File: src/rtl/counter_ctrl_pkg.sv
// Shared types and helpers for the counter_ctrl sequencing controller.
package counter_pkg;

    typedef enum logic [1:0] {
        ST_IDLE   = 2'd0,
        ST_RUN    = 2'd1,
        ST_PAUSED = 2'd2,
        ST_DONE   = 2'd3
    } state_e;

    // Value at which counting in the given direction terminates.
    function automatic int term_value(input logic up, input int modulus);
        return up ? (modulus - 1) : 0;
    endfunction

endpackage

File: src/rtl/counter_ctrl_if.sv
// Control/status bundle between the board-level inputs and counter_ctrl.
interface counter_ctrl_if #(
    parameter int WIDTH = 4
);
    logic             START;
    logic             STOP;
    logic             HOLD;
    logic             UP;
    logic             LOAD;
    logic [WIDTH-1:0] LOAD_VAL;
    logic [WIDTH-1:0] Q;
    logic [WIDTH-1:0] Qn;
    logic             TC;
    logic             BUSY;
    logic             DONE;

    modport master (
        output START, STOP, HOLD, UP, LOAD, LOAD_VAL,
        input  Q, Qn, TC, BUSY, DONE
    );

    modport slave (
        input  START, STOP, HOLD, UP, LOAD, LOAD_VAL,
        output Q, Qn, TC, BUSY, DONE
    );
endinterface

File: src/rtl/counter_ctrl_count_reg.sv
// WIDTH-bit count register with synchronous clear, parallel load and +/-1 step.
module count_reg #(
    parameter int WIDTH = 4
) (
    input  logic             clk_i,
    input  logic             clr_ni,
    input  logic             load_i,
    input  logic [WIDTH-1:0] load_val_i,
    input  logic             step_i,
    input  logic             up_i,
    output logic [WIDTH-1:0] q_o,
    output logic [WIDTH-1:0] qn_o
);
    logic [WIDTH-1:0] q_q;
    logic [WIDTH-1:0] q_d;

    // Load outranks step; the controller never asserts both.
    always_comb begin
        q_d = q_q;
        if (load_i) begin
            q_d = load_val_i;
        end else if (step_i) begin
            q_d = up_i ? (q_q + WIDTH'(1)) : (q_q - WIDTH'(1));
        end
    end

    always_ff @(posedge clk_i) begin
        if (!clr_ni) begin
            q_q <= '0;
        end else begin
            q_q <= q_d;
        end
    end

    assign q_o  = q_q;
    assign qn_o = ~q_q;
endmodule

File: src/rtl/counter_ctrl.sv
// Start/stop/hold sequencer for a mod-MODULUS up/down counter.
// Define COUNTER_CTRL_AUTO_RELOAD_EN to wrap at terminal count instead of stopping in DONE.
module counter_ctrl
    import counter_pkg::*;
#(
    parameter int WIDTH   = 4,
    parameter int MODULUS = 10
) (
    input  logic           CLK,
    input  logic           RESET,
    counter_ctrl_if.slave  bus
);
`ifdef COUNTER_CTRL_AUTO_RELOAD_EN
    localparam bit AUTO_RELOAD = 1'b1;
`else
    localparam bit AUTO_RELOAD = 1'b0;
`endif

    localparam logic [WIDTH-1:0] MAX_VAL = WIDTH'(term_value(1'b1, MODULUS));
    localparam logic [WIDTH-1:0] MIN_VAL = WIDTH'(term_value(1'b0, MODULUS));
    localparam logic [WIDTH:0]   MOD_EXT = (WIDTH+1)'(MODULUS);

    state_e           state_q;
    state_e           state_d;
    logic             tc_q;
    logic             tc_d;
    logic             busy_q;
    logic             busy_d;
    logic             done_q;
    logic             done_d;

    logic             ld_en;
    logic [WIDTH-1:0] ld_val;
    logic             step_en;
    logic [WIDTH-1:0] q;
    logic [WIDTH-1:0] qn;
    logic             at_term;
    logic [WIDTH-1:0] load_sat;
    logic [WIDTH-1:0] restart_val;

    assign at_term     = bus.UP ? (q == MAX_VAL) : (q == MIN_VAL);
    assign load_sat    = ({1'b0, bus.LOAD_VAL} >= MOD_EXT) ? MAX_VAL : bus.LOAD_VAL;
    assign restart_val = bus.UP ? MIN_VAL : MAX_VAL;

    always_ff @(posedge CLK) begin
        if (!RESET) begin
            state_q <= ST_IDLE;
            tc_q    <= 1'b0;
            busy_q  <= 1'b0;
            done_q  <= 1'b0;
        end else begin
            state_q <= state_d;
            tc_q    <= tc_d;
            busy_q  <= busy_d;
            done_q  <= done_d;
        end
    end

    // Priority: STOP > LOAD > START > HOLD > count.
    always_comb begin
        state_d = state_q;
        if (bus.STOP) begin
            state_d = ST_IDLE;
        end else if (bus.LOAD) begin
            if (state_q == ST_DONE) state_d = ST_IDLE;
        end else begin
            case (state_q)
                ST_IDLE:   if (bus.START) state_d = ST_RUN;
                ST_RUN: begin
                    if (bus.HOLD)                      state_d = ST_PAUSED;
                    else if (at_term && !AUTO_RELOAD)  state_d = ST_DONE;
                end
                ST_PAUSED: if (!bus.HOLD) state_d = ST_RUN;
                ST_DONE:   if (bus.START) state_d = ST_RUN;
                default:   state_d = ST_IDLE;
            endcase
        end
    end

    // Leaving PAUSED never steps, which gives the one-cycle resume bubble.
    always_comb begin
        ld_en   = 1'b0;
        ld_val  = load_sat;
        step_en = 1'b0;
        tc_d    = 1'b0;
        if (bus.STOP) begin
            ld_en = 1'b0;
        end else if (bus.LOAD) begin
            ld_en = 1'b1;
        end else begin
            case (state_q)
                ST_RUN: begin
                    if (!bus.HOLD) begin
                        if (at_term) begin
                            tc_d = 1'b1;
                            if (AUTO_RELOAD) begin
                                ld_en  = 1'b1;
                                ld_val = restart_val;
                            end
                        end else begin
                            step_en = 1'b1;
                        end
                    end
                end
                ST_DONE: begin
                    if (bus.START) begin
                        ld_en  = 1'b1;
                        ld_val = restart_val;
                    end
                end
                default: ld_en = 1'b0;
            endcase
        end
        busy_d = (state_d == ST_RUN) || (state_d == ST_PAUSED);
        done_d = !AUTO_RELOAD && (state_d == ST_DONE);
    end

    count_reg #(
        .WIDTH (WIDTH)
    ) u_count_reg (
        .clk_i      (CLK),
        .clr_ni     (RESET),
        .load_i     (ld_en),
        .load_val_i (ld_val),
        .step_i     (step_en),
        .up_i       (bus.UP),
        .q_o        (q),
        .qn_o       (qn)
    );

    assign bus.Q    = q;
    assign bus.Qn   = qn;
    assign bus.TC   = tc_q;
    assign bus.BUSY = busy_q;
    assign bus.DONE = done_q;
endmodule
File: src/flat_wrapper.sv
// flat-port wrapper written by rule: the top's interface ports become plain ports
module counter_ctrl_flat import counter_pkg::*;
#(
    parameter int WIDTH   = 4,
    parameter int MODULUS = 10
)
  (CLK, RESET, bus_START, bus_STOP, bus_HOLD, bus_UP, bus_LOAD, bus_LOAD_VAL, bus_Q, bus_Qn, bus_TC, bus_BUSY, bus_DONE);
  counter_ctrl_if #(.WIDTH(WIDTH)) bus_i ();
  input  logic CLK;
  input  logic RESET;
  input wire logic [$bits(bus_i.START)-1:0] bus_START;
  input wire logic [$bits(bus_i.STOP)-1:0] bus_STOP;
  input wire logic [$bits(bus_i.HOLD)-1:0] bus_HOLD;
  input wire logic [$bits(bus_i.UP)-1:0] bus_UP;
  input wire logic [$bits(bus_i.LOAD)-1:0] bus_LOAD;
  input wire logic [$bits(bus_i.LOAD_VAL)-1:0] bus_LOAD_VAL;
  output wire logic [$bits(bus_i.Q)-1:0] bus_Q;
  output wire logic [$bits(bus_i.Qn)-1:0] bus_Qn;
  output wire logic [$bits(bus_i.TC)-1:0] bus_TC;
  output wire logic [$bits(bus_i.BUSY)-1:0] bus_BUSY;
  output wire logic [$bits(bus_i.DONE)-1:0] bus_DONE;
  assign bus_i.START = bus_START;
  assign bus_i.STOP = bus_STOP;
  assign bus_i.HOLD = bus_HOLD;
  assign bus_i.UP = bus_UP;
  assign bus_i.LOAD = bus_LOAD;
  assign bus_i.LOAD_VAL = bus_LOAD_VAL;
  assign bus_Q = bus_i.Q;
  assign bus_Qn = bus_i.Qn;
  assign bus_TC = bus_i.TC;
  assign bus_BUSY = bus_i.BUSY;
  assign bus_DONE = bus_i.DONE;
  counter_ctrl #(.WIDTH(WIDTH), .MODULUS(MODULUS)) u_core (.CLK(CLK), .RESET(RESET), .bus(bus_i));
endmodule
File: config.mk
export PLATFORM = sky130hd
export DESIGN_NAME = counter_ctrl_flat
export DESIGN_NICKNAME = d
export VERILOG_FILES = /design/src/rtl/counter_ctrl_pkg.sv /design/src/rtl/counter_ctrl_if.sv /design/src/rtl/counter_ctrl_count_reg.sv /design/src/rtl/counter_ctrl.sv /design/src/flat_wrapper.sv
export SDC_FILE = /design/constraint.sdc
export NUM_CORES = 1
export LEC_CHECK = 0
export CORE_MARGIN = 3
export CORE_UTILIZATION = 53
export CTS_BUF_LIST = sky130_fd_sc_hd__clkbuf_8
export CTS_CLUSTER_SIZE = 14
export DETAILED_ROUTE_END_ITERATION = 6
export GPL_ROUTABILITY_DRIVEN = 1
export PLACE_DENSITY = 0.92
export RECOVER_POWER = 25
export SLEW_MARGIN = 10
export SYNTH_ARGS = -nofsm -noshare
export SYNTH_HDL_FRONTEND = slang
export SYNTH_SLANG_ARGS = --single-unit
export TNS_END_PERCENT = 5
File: constraint.sdc
create_clock -name CLK -period 4.8 [get_ports CLK]
set_input_delay 0.48 -clock CLK [delete_from_list [all_inputs] [get_ports CLK]]
set_output_delay 0.48 -clock CLK [all_outputs]
set_load 0.02 [all_outputs]
==> results.sh <==
export IMPL_area_growth_syn_to_layout_pct=31.0
export IMPL_drv_cap=0
export IMPL_dr_first_iter_drc_count=17
export IMPL_worstPathRequired_ns=4.92
export IMPL_fin_worst_skew_ns=0.00650
export IMPL_cp_end_kind="flip-flop"
export IMPL_num_io_pins=22
export IMPL_wire_per_inst_um=14.3
export IMPL_r2r_start="u_core.state_q[0]"
export IMPL_slew_headroom=0.666
export IMPL_min_from="u_core.u_count_reg.q_o[2]"
export IMPL_place_hpwl_um=1420
export IMPL_dp_slack_ns=2.31
export IMPL_final_common_cell="clkdlybuf4s50_1"
export IMPL_h_tree_depth=1
export IMPL_setup_viol=0
export IMPL_cts_sinks=9
export IMPL_met2_length_um=898
export IMPL_die_height_um=45.4
export IMPL_grt_max_degree=15
export IMPL_tns_ns=0
export IMPL_status="finished, final reports clean"
export IMPL_ys_types=41
export IMPL_min_period_over_period=0.466
export IMPL_drt_total_wl_um=1810
export IMPL_vdd_drop_max_mv=0.128
export IMPL_rsz0062_at_grt="no"
export IMPL_clock_root_buffer="clkbuf_8"
export IMPL_rows=13
export IMPL_cp_slowest_stage_delay_ns=0.62
export IMPL_powerDensity_nw_per_um2=233
export IMPL_grt_pass1_vias=721
export IMPL_max_slew_worst_pin_slew_ns=0.499
export IMPL_grt_usage=0.203
export IMPL_vias_per_cell=6.01
export IMPL_yosysTopAreaCellShare=0.219
export IMPL_setup_ws_ns=2.56
export IMPL_diodes=0
export IMPL_cts_tree="built"
export IMPL_avgSynthCellArea_um2=9.24
export IMPL_antenna_found_initial=0
export IMPL_hold_ws_ns=0.610
export IMPL_path_cells="clkdlybuf4s50_1 > inv_1 > ha_1 > a21oi_1 > nand3_1 > a2111oi_2 > nor3_2"
export IMPL_core_area_um2=1380
export IMPL_synth_top_area_cell="dfxtp_1"
export IMPL_postCtsHoldBufs=0
export IMPL_wl_met1_um=790
export IMPL_path_clk_slew_ns=0.05
export IMPL_yosys_warnings=0
export IMPL_drc=0
export IMPL_start_util=0.595
export IMPL_p_int_uw=172
export IMPL_rrSetupSlack_ns=2.82
export IMPL_path_delay_family="buffers and inverters"
export IMPL_power_frac_clock=0.358
export IMPL_hp_class="reg2reg"
export IMPL_slew_violations=0
export IMPL_p_leak_uw=0.000418
export IMPL_die_area_um2=2060
export IMPL_utilization=0.779
export IMPL_path_buf_inv=2
export IMPL_ant_nets=0
export IMPL_post_synth_inst_count=89
export IMPL_worstSetupPathType="in2reg"
export IMPL_grt_overflow=0
export IMPL_firstDrtPassIters=7
export IMPL_vias=757
export IMPL_portBuffers=21
export IMPL_fp_dieW_um=45.4
export IMPL_max_freq_mhz=447
export IMPL_total_power_uw=251
export IMPL_ys_ff_latch=9
export IMPL_switching_share=0.315
export IMPL_highest_layer="met4"
export IMPL_insertion_delay_ns=0.24
export IMPL_gp_congestion=0.792
export IMPL_cts_resized_gates=0
export IMPL_syn_nets=109
export IMPL_critPathArrivalTime_ns=2.36
export IMPL_nets=132
export IMPL_reg2reg_to="u_core.bus.BUSY"
export IMPL_cts_buffer_depth=2
export IMPL_ys_seq_area_frac=0.219
export IMPL_seqPwrFrac=0.343
export IMPL_worstPathMaxFanout=6
export IMPL_grt_pass1_wl_um=3060
export IMPL_final_cell_mix="clkdlybuf4s50_1 (16), inv_1 (9), dfxtp_1 (9), ha_1 (8)"
export IMPL_reg2reg_depth=8
export IMPL_dr_wl_met3_um=82
export IMPL_yosys_top_cells_area="dfxtp_1 (22%), ha_1 (12%), a2111oi_2 (5.5%)"
export IMPL_p_sw_uw=79.0
export IMPL_syn_area_um2=822
export IMPL_fin_crit_ns=2.24
export IMPL_combPwrFrac=0.300
export IMPL_hold_path_endpoint="u_core.u_count_reg.q_o[2]"
export IMPL_start_kind="primary input"
export IMPL_cp_slowest_cell="clkdlybuf4s50_1"
export IMPL_hold_violations=0
export IMPL_cts_setup_buffers=0
export IMPL_cts_buffers=3
export IMPL_min_path_cells=3
export IMPL_drive_gt1_frac=0.153
-- cell families after synthesis --
| logic type | after synthesis | synth area share |
|---|---|---|
| fa+ha+maj | 9 | 0.146 |
| compound gates | 30 | 0.301 |
| simple gates | 27 | 0.247 |
| flops | 9 | 0.219 |
| buf+inv | 12 | 0.0654 |
| xor+xnor | 2 | 0.0213 |
-- layout make-up --
type | instances | area, um2
Clock buffer | 3 | 41.3
Clock inverter | 1 | 5.00
Fill cell | 92 | 305
Inverter | 9 | 33.8
Multi-Input combinational cell | 68 | 588
Sequential cell | 9 | 180
Tap cell | 15 | 18.8
Timing Repair Buffer | 21 | 210
-- per-layer routing --
metal	GRT usage	vias to the layer above
li1	-	377
met1	0.248	350
met2	0.315	25
met3	0.0395	5
met4	0.146	0
met5	0	-
-- Yosys cell counts, drive strengths merged --
cell	instances
dfxtp	9
inv	9
ha	8
o21ai	7
a21oi	5
nor3	5
a2111oi	3
nand2	3
nand4bb	3
nor2	3
o21a	3
a211oi	2
and2	2
buf	2
nand3	2
nor2b	2
o211ai	2
o311a	2
o31ai	2
xor2	2
a21o	1
a31oi	1
and2b	1
and3	1
clkbuf	1
fa	1
nand2b	1
nor4	1
o22ai	1
o2bb2ai	1
or3	1
or3b	1
or4bb	1
-- worst max-delay path by stage --
stage | startpoint | endpoint | cells after the start
2_1_floorplan | u_core.u_count_reg.q_o[0] | u_core.bus.BUSY | 6
3_3_place_gp | bus_UP | u_core.bus.BUSY | 7
3_5_place_dp | bus_UP | u_core.u_count_reg.q_o[3] | 7
4_1_cts | bus_UP | u_core.u_count_reg.q_o[3] | 7
5_1_grt | bus_UP | u_core.u_count_reg.q_o[3] | 7
6_report | bus_UP | u_core.u_count_reg.q_o[3] | 7
-- metrics by stage --
stage	cell area (um2)	std cells
after floorplan	822	89
after global placement	1030	122
after detailed placement	1030	122
after CTS	1080	126
after global routing	1080	126
final	1080	126
-- worst register-to-register path, delay by kind of cell (launching register included) --
kind / cells / cell delay [ns]
adders and majority gates: 2 / 0.63
DFF: 1 / 0.45
AOI/OAI and AO/OA: 3 / 0.36
and+or+nand+nor: 2 / 0.34
buffers and inverters: 1 / 0.10
-- registers in the layout, indices dropped and copies added, names as in the netlist --
name	flops
u_core.bus.DONE	1
u_core.u_count_reg.q_o	4
u_core.bus.BUSY	1
u_core.bus.TC	1
u_core.state_q	2
-- power by group through the flow --
stage	Clock [uW]	Sequential, uW	Combinational (uW)
5_1_grt	94.8	86.7	81.9
3_5_place_dp	0	87.3	74.9
3_3_place_gp	0	86.7	73.5
6_report	89.7	85.9	75.1
2_1_floorplan	0	90.0	42.5
4_1_cts	91.2	86.0	76.0
Note: power is estimated with default switching activity, not from simulation.
